<file path="config.mk">
export PLATFORM = sky130hd
export DESIGN_NAME = pipeline_hazard_ctrl
export DESIGN_NICKNAME = d
export VERILOG_FILES = /design/src/rtl/pipeline_hazard_ctrl.sv
export SDC_FILE = /design/constraint.sdc
export NUM_CORES = 1
export LEC_CHECK = 0
export ABC_AREA = 1
export CORE_MARGIN = 5
export CORE_UTILIZATION = 45
export CTS_CLUSTER_SIZE = 16
export DETAILED_ROUTE_END_ITERATION = 12
export PLACE_DENSITY = 0.79
export SETUP_SLACK_MARGIN = 0.05
export SYNTH_ARGS = -nofsm -noshare
export SYNTH_HDL_FRONTEND = slang
export SYNTH_SLANG_ARGS = --single-unit
</file>
<file path="constraint.sdc">
create_clock -name CLK -period 2.4 [get_ports CLK]
set_input_delay 0.48 -clock CLK [delete_from_list [all_inputs] [get_ports CLK]]
set_output_delay 0.48 -clock CLK [all_outputs]
set_load 0.01 [all_outputs]
</file>
<file path="src/rtl/pipeline_hazard_ctrl.sv">
// Hazard/flush controller for the IF-DOF-EX-WB pipeline: 2-entry write scoreboard, stall, bubble and branch squash.
// Optional operand forwarding is enabled by defining HAZARD_FWD_EN.
module pipeline_hazard_ctrl #(
  parameter int ADDR_W      = 5,
  parameter int FLUSH_EXTRA = 0
) (
  input  logic              CLK,
  input  logic              RESET,
  input  logic              DOF_RW,
  input  logic [ADDR_W-1:0] DOF_DA,
  input  logic [ADDR_W-1:0] DOF_AA,
  input  logic [ADDR_W-1:0] DOF_BA,
  input  logic              DOF_MA,
  input  logic              DOF_MB,
  input  logic [1:0]        DOF_MD,
  input  logic [1:0]        DOF_BS,
  input  logic              EX_BR_TAKEN,
  output logic              PC_HOLD,
  output logic              IR_HOLD,
  output logic              EX_BUBBLE,
  output logic              IR_FLUSH,
  output logic [1:0]        FWD_A_SEL,
  output logic [1:0]        FWD_B_SEL
);

  typedef enum logic {ST_RUN = 1'b0, ST_FLUSH = 1'b1} state_t;

  localparam logic [1:0] FLUSH_LOAD = 2'(FLUSH_EXTRA);

  state_t            state_r;
  logic [1:0]        cnt_r;
  logic              ex_vld_r;
  logic [ADDR_W-1:0] ex_da_r;
  logic              ex_ld_r;
  logic              wb_vld_r;
  logic [ADDR_W-1:0] wb_da_r;

  logic              a_rd_s;
  logic              b_rd_s;
  logic [2:0]        a_chk_s;
  logic [2:0]        b_chk_s;
  logic              stall_s;
  logic              bubble_s;
  logic              flush_s;

  // Per-operand check; returns {stall, forward select}. R0 never matches.
  function automatic logic [2:0] src_check(
    input logic              rd,
    input logic [ADDR_W-1:0] src,
    input logic              e_vld,
    input logic [ADDR_W-1:0] e_da,
    input logic              e_ld,
    input logic              w_vld,
    input logic [ADDR_W-1:0] w_da
  );
    logic m_ex;
    logic m_wb;
    logic [2:0] res;
    m_ex = rd & e_vld & (e_da == src) & (src != {ADDR_W{1'b0}});
    m_wb = rd & w_vld & (w_da == src) & (src != {ADDR_W{1'b0}});
`ifdef HAZARD_FWD_EN
    if (m_ex && !e_ld) begin
      res = 3'b001;
    end else if (m_ex) begin
      res = 3'b100;
    end else if (m_wb) begin
      res = 3'b010;
    end else begin
      res = 3'b000;
    end
`else
    res = {(m_ex & ~e_ld) | (m_ex & e_ld) | m_wb, 2'b00};
`endif
    return res;
  endfunction

  // Operand usage and hazard evaluation against the registered scoreboard
  always_comb begin
    a_rd_s   = (DOF_MA == 1'b0) || (DOF_BS == 2'b10);
    b_rd_s   = (DOF_MB == 1'b0);
    a_chk_s  = src_check(a_rd_s, DOF_AA, ex_vld_r, ex_da_r, ex_ld_r, wb_vld_r, wb_da_r);
    b_chk_s  = src_check(b_rd_s, DOF_BA, ex_vld_r, ex_da_r, ex_ld_r, wb_vld_r, wb_da_r);
    stall_s  = a_chk_s[2] | b_chk_s[2];
    bubble_s = stall_s | EX_BR_TAKEN;
    flush_s  = EX_BR_TAKEN | (state_r == ST_FLUSH);
  end

  // Pipeline control outputs; a taken branch overrides a data stall
  always_comb begin
    PC_HOLD   = 1'b0;
    IR_HOLD   = 1'b0;
    EX_BUBBLE = 1'b0;
    IR_FLUSH  = 1'b0;
    FWD_A_SEL = 2'b00;
    FWD_B_SEL = 2'b00;
    if (RESET) begin
      PC_HOLD   = 1'b0;
      IR_HOLD   = 1'b0;
      EX_BUBBLE = 1'b0;
      IR_FLUSH  = 1'b0;
    end else begin
      PC_HOLD   = stall_s & ~EX_BR_TAKEN;
      IR_HOLD   = stall_s & ~EX_BR_TAKEN & ~flush_s;
      EX_BUBBLE = bubble_s;
      IR_FLUSH  = flush_s;
      FWD_A_SEL = a_chk_s[1:0];
      FWD_B_SEL = b_chk_s[1:0];
    end
  end

  // Scoreboard shift and RUN/FLUSH state machine
  always_ff @(posedge CLK) begin
    if (RESET) begin
      state_r  <= ST_RUN;
      cnt_r    <= 2'd0;
      ex_vld_r <= 1'b0;
      ex_da_r  <= {ADDR_W{1'b0}};
      ex_ld_r  <= 1'b0;
      wb_vld_r <= 1'b0;
      wb_da_r  <= {ADDR_W{1'b0}};
    end else begin
      wb_vld_r <= ex_vld_r;
      wb_da_r  <= ex_da_r;
      ex_vld_r <= bubble_s ? 1'b0 : (DOF_RW & (DOF_DA != {ADDR_W{1'b0}}));
      ex_da_r  <= DOF_DA;
      ex_ld_r  <= (DOF_MD == 2'b01);
      case (state_r)
        ST_RUN: begin
          if (EX_BR_TAKEN && (FLUSH_LOAD != 2'd0)) begin
            state_r <= ST_FLUSH;
            cnt_r   <= FLUSH_LOAD;
          end else begin
            state_r <= ST_RUN;
            cnt_r   <= 2'd0;
          end
        end
        ST_FLUSH: begin
          if (EX_BR_TAKEN) begin
            state_r <= ST_FLUSH;
            cnt_r   <= FLUSH_LOAD;
          end else if (cnt_r <= 2'd1) begin
            state_r <= ST_RUN;
            cnt_r   <= 2'd0;
          end else begin
            state_r <= ST_FLUSH;
            cnt_r   <= cnt_r - 2'd1;
          end
        end
        default: begin
          state_r <= ST_RUN;
          cnt_r   <= 2'd0;
        end
      endcase
    end
  end

endmodule

</file>
# --- Word-level counts from Yosys, hierarchy flattened ---
# Cells that the tools add are included.
word_totals:
  output_inout_bits: 8
  register_bits: 16
op_classes:
  n_addsub: 1
  eq_ne: 6
  n_reduce_logical: 5
  n_bitwise: 32
  order_cmp: 1
  n_mux: 10
op_table:
  columns: ["operator", "n"]
  rows:
  - ["5-bit == test", 4]
  - ["1-bit bitwise AND", 19]
  - ["5-bit nonzero test", 3]
  - ["1-bit OR", 7]
  - ["1-bit 2-to-1 mux", 6]
  - ["1-bit inverter", 6]
  - ["2-bit 2-to-1 mux", 2]
  - ["2-bit case mux with 2 select lines", 1]
  - ["2-bit by 1-bit == test with 1-bit output (second input constant)", 1]
  - ["2-bit == test (second input constant)", 1]
  - ["2-bit by 1-bit less-or-equal comparator with 1-bit output (second input constant)", 1]
  - ["1-bit case mux with 2 select lines", 1]
  - ["2-bit OR reduction", 1]
  - ["2-bit by 1-bit subtractor with 2-bit output (second input constant)", 1]
  - ["1-bit logical OR", 1]

# --- Longest topological paths before layout ---
depth:
  depth_word: 12
  depth_mapped: 10
  ltp_nobuf: 10

# --- Worst setup path before layout ---
# Ideal clock, no wire load.
synth_timing:
  path_type: "input -> output"
  from: "in DOF_AA[2]"
  to: "out IR_HOLD"
  t_arrival_ns: 1.111
  path_slack_ns: 0.809
  path_stages: 10
  path_cell_list: "inv_1 nand2_1 nand2_1 nor2_1 nand3_1 nand2_1 nand2_2 nand2_2 nand2_2 nor2_2"
synth_between:
  elab_chain_len: 10
synth_rtl:
  columns: ["element", "line_no", "rtl"]
  rows:
  - ["start, declared", "11", "input logic [ADDR_W-1:0] DOF_AA,"]
  - ["5-bit == test", "59", "m_ex = rd & e_vld & (e_da == src) & (src != {ADDR_W{1'b0}});"]
  - ["1-bit bitwise AND (2 in series)", "59", null]
  - ["1-bit bitwise AND", "72", "res = {(m_ex & ~e_ld) | (m_ex & e_ld) | m_wb, 2'b00};"]
  - ["1-bit OR", "72", null]
  - ["1-bit OR *", "72", null]
  - ["1-bit OR *", "83", "stall_s = a_chk_s[2] | b_chk_s[2];"]
  - ["1-bit bitwise AND * (2 in series)", "103", "IR_HOLD = stall_s & ~EX_BR_TAKEN & ~flush_s;"]
  - ["1-bit 2-to-1 mux *", "96", "if (RESET) begin"]
  - ["end, declared", "19", "output logic IR_HOLD,"]
# Every way passes the cells marked *; elsewhere a longest branch is shown, timed or not.

# --- Worst setup path after layout ---
layout_timing:
  from: "in DOF_MB"
  to: "out EX_BUBBLE"
layout_between:
  elab_chain_len: 10
layout_rtl:
  columns: ["element", "line_no", "rtl"]
  rows:
  - ["start, declared", "14", "input logic DOF_MB,"]
  - ["1-bit inverter *", "80", "b_rd_s = (DOF_MB == 1'b0);"]
  - ["1-bit bitwise AND (3 in series)", "59", null]
  - ["1-bit bitwise AND", "72", null]
  - ["1-bit OR", "72", null]
  - ["1-bit OR *", "72", null]
  - ["1-bit OR *", "83", null]
  - ["1-bit OR *", "84", "bubble_s = stall_s | EX_BR_TAKEN;"]
  - ["1-bit 2-to-1 mux *", "96", null]
  - ["end, declared", "20", "output logic EX_BUBBLE,"]
# Marks and branches as above.

==> out/results.tsv <==
metric	value	unit
synth_area_leaders	dfxtp_1 (31%), nand2_1 (22%), nor2_1 (13%), inv_1 (11%), nand3_1 (4.2%)	
outcome	completed	
synthCells	173	
grt_setup_unrepaired	no	
cts_setup_buffers	0	
pwr-share-clk	29.6	%
path_class	primary input to output port	
ys_ff_latch	15	
critPathCaptureType	output port	
grt_max_degree	12	
clockBufferDepth	2	
numClockSinks	15	
min_path_type	register to register	
hold_ws	0.4542	ns
intPower	0.3774	mW
insertion_delay	0.29	ns
initial_core_util	48.19	%
grt_usage	16.13	%
synth-seq-area-share	31.13	%
ys_warn_count	0	
cts_tree	built	
gp_congestion	0.8568	
antenna_found_initial	0	
min_from	cnt_r[0]	
instances_no_fill	232	
drc	0	
grt_overflow	0	
drt_iter0_drc	20	
layout.nets	233	
maxCapViolCount	0	
antenna_left	0	
io_buffer_count	26	
clock-root-buffer	clkbuf_4	
vias	1078	
drive_above_1_share	13.66	%
cts_buffers	3	
seqPwrFrac	49.2	%
core	0.002002	sq mm
routed_wl	2305	microns
syn_to_final_growth	33.85	%
utilization	64.50	%
fin_crit	2.268	ns
fin_crit_sh	94.48	%
rows	16	
grt_pass1_wl	4153	microns
hold_viol	0	
p_leak	0.7217	nW
ys_types	18	
grt_pass1_vias	1074	
antennaDiodeCount	0	
postSynthAreaPerCell	5.576	sq um
path_clk_slew	0.10	ns
r2r-start	ex_da_r[3]	
tns	0	ns
dieArea	0.003170	sq mm
hpwlAfterDp	1880	microns
drv_slew	0	
cp_max_fo	2	
placedCellCount	228	
skew	0.002310	ns
p_sw_share	30.27	%
io_pins	33	
cp.required	1.92	ns
setup_viol	0	
yosysTopAreaCellShare	31.13	%
cp-startpoint	DOF_MB	
die_h	56.30	microns
peakVddDrop	0.0002916	V
synth_top_area_cell	dfxtp_1	
htreeDepth	1	
drt-wirelength-per-cell	9.935	microns
fmax	0.4410	GHz
syn_area	964.7	sq um
drt_first_pass_iters	4	
power	0.5412	mW
nFillCells	204	
arrival	1.79	ns
vias_per_cell	4.647	
cp-start-kind	primary input	
power.density	419.2	mW/mm^2
die_width	56.30	microns
combPwrFrac	21.1	%
p_sw	0.1638	mW
-- cell families (layout without fill, tap and decap cells) --
| logic type | count (synthesis) | in the layout | share of synthesized area, % |
|---|---|---|---|
| compound gates | 6 | 6 | 3.502 |
| fa+ha+maj | 2 | 2 | 2.594 |
| buf+inv | 42 | 71 | 17.90 |
| flops | 15 | 15 | 31.13 |
| other cells | 1 | 4 | 0.3887 |
| simple gates | 107 | 107 | 44.49 |
-- layout make-up --
class	instances	area, sq um	share of cell area [%]
clock inverters	1	7.507	0.5814
repair buffers	30	280.3	21.71
clock buffers	3	22.52	1.744
inverters	37	138.9	10.76
multi-input cells	119	508.0	39.34
flip-flops and latches	15	300.3	23.26
well taps	27	33.78	2.616
-- cells in the final DEF (no fill, tap or decap), drive strengths merged --
| cell | instances |
|---|---|
| dfxtp | 15 |
| dlygate4sd2 | 7 |
| nand2 | 61 |
| o311ai | 1 |
| conb | 4 |
| clkinvlp | 1 |
| nand4 | 1 |
| clkbuf | 3 |
| dlymetal6s2s | 3 |
| o21ai | 3 |
| nor3 | 2 |
| clkdlybuf4s50 | 13 |
| inv | 37 |
| buf | 6 |
| ha | 2 |
| clkdlybuf4s15 | 1 |
| nor2 | 35 |
| nand3 | 8 |
| a21oi | 2 |
-- sequential cells by signal (all words and copies together), names as in the netlist --
| signal | count |
|---|---|
| wb_vld_r | 1 |
| wb_da_r | 5 |
| ex_da_r | 5 |
| state_r | 1 |
| ex_vld_r | 1 |
| cnt_r | 2 |
-- worst paths after layout --
path         slack (ns)         to  cells after the start
min                0.45   cnt_r[0]                      1
max                0.13  EX_BUBBLE                     11
max reg2reg        1.22   ex_vld_r                      9
min reg2reg        0.45   cnt_r[0]                      1
-- power by group through the flow --
stage	logic [mW]	registers, mW	clock network (mW)
2_1_floorplan	0.0617	0.270	0
3_3_place_gp	0.116	0.271	0
3_5_place_dp	0.118	0.272	0
4_1_cts	0.115	0.266	0.161
5_1_grt	0.129	0.268	0.179
6_report	0.114	0.267	0.160
-- stage by stage --
step	area (sq um)	setup WS, ns
final	1291	0.1324
after CTS	1285	0.02756
after global routing	1291	0.05183
after global placement	1266	-0.3229
after detailed placement	1266	-0.3345
after floorplan	975.9	0.8087
-- critical path, cell delays in order --
cell and delay, ns:
clkdlybuf4s50_1 0.42, nor2_1 0.10, nand2_1 0.05, nor2_1 0.10, nand3_1 0.09, nand2_1 0.09
nand2_2 0.07, nand3_2 0.07, nand2_1 0.05, inv_1 0.05, clkdlybuf4s15_2 0.21
-- cells in the mapped netlist --
cell type	instances
o21ai_1	1
o21ai_0	2
dfxtp_1	15
inv_1	27
nand2_2	4
nand2_1	57
nor2_1	34
a21oi_1	2
buf_4	4
nand4_1	1
nor2_2	1
nor3_1	2
clkbuf_1	1
inv_2	10
conb_1	1
o311ai_0	1
ha_1	2
nand3_1	8
-- what timing repair did --
item / in CTS / in global routing
pin swaps: 0 / 2
gates resized for setup: 18 / 5
hold buffers: 0 / 0
endpoints found under the setup margin: 3 / 3
-- metal layers --
layer	global-route usage, %	wire length, microns
met1	17.04	964
met2	29.88	1168
met4	4.068	15
met5	0	0
met3	5.963	156
Power figures use the tool's default switching activity.
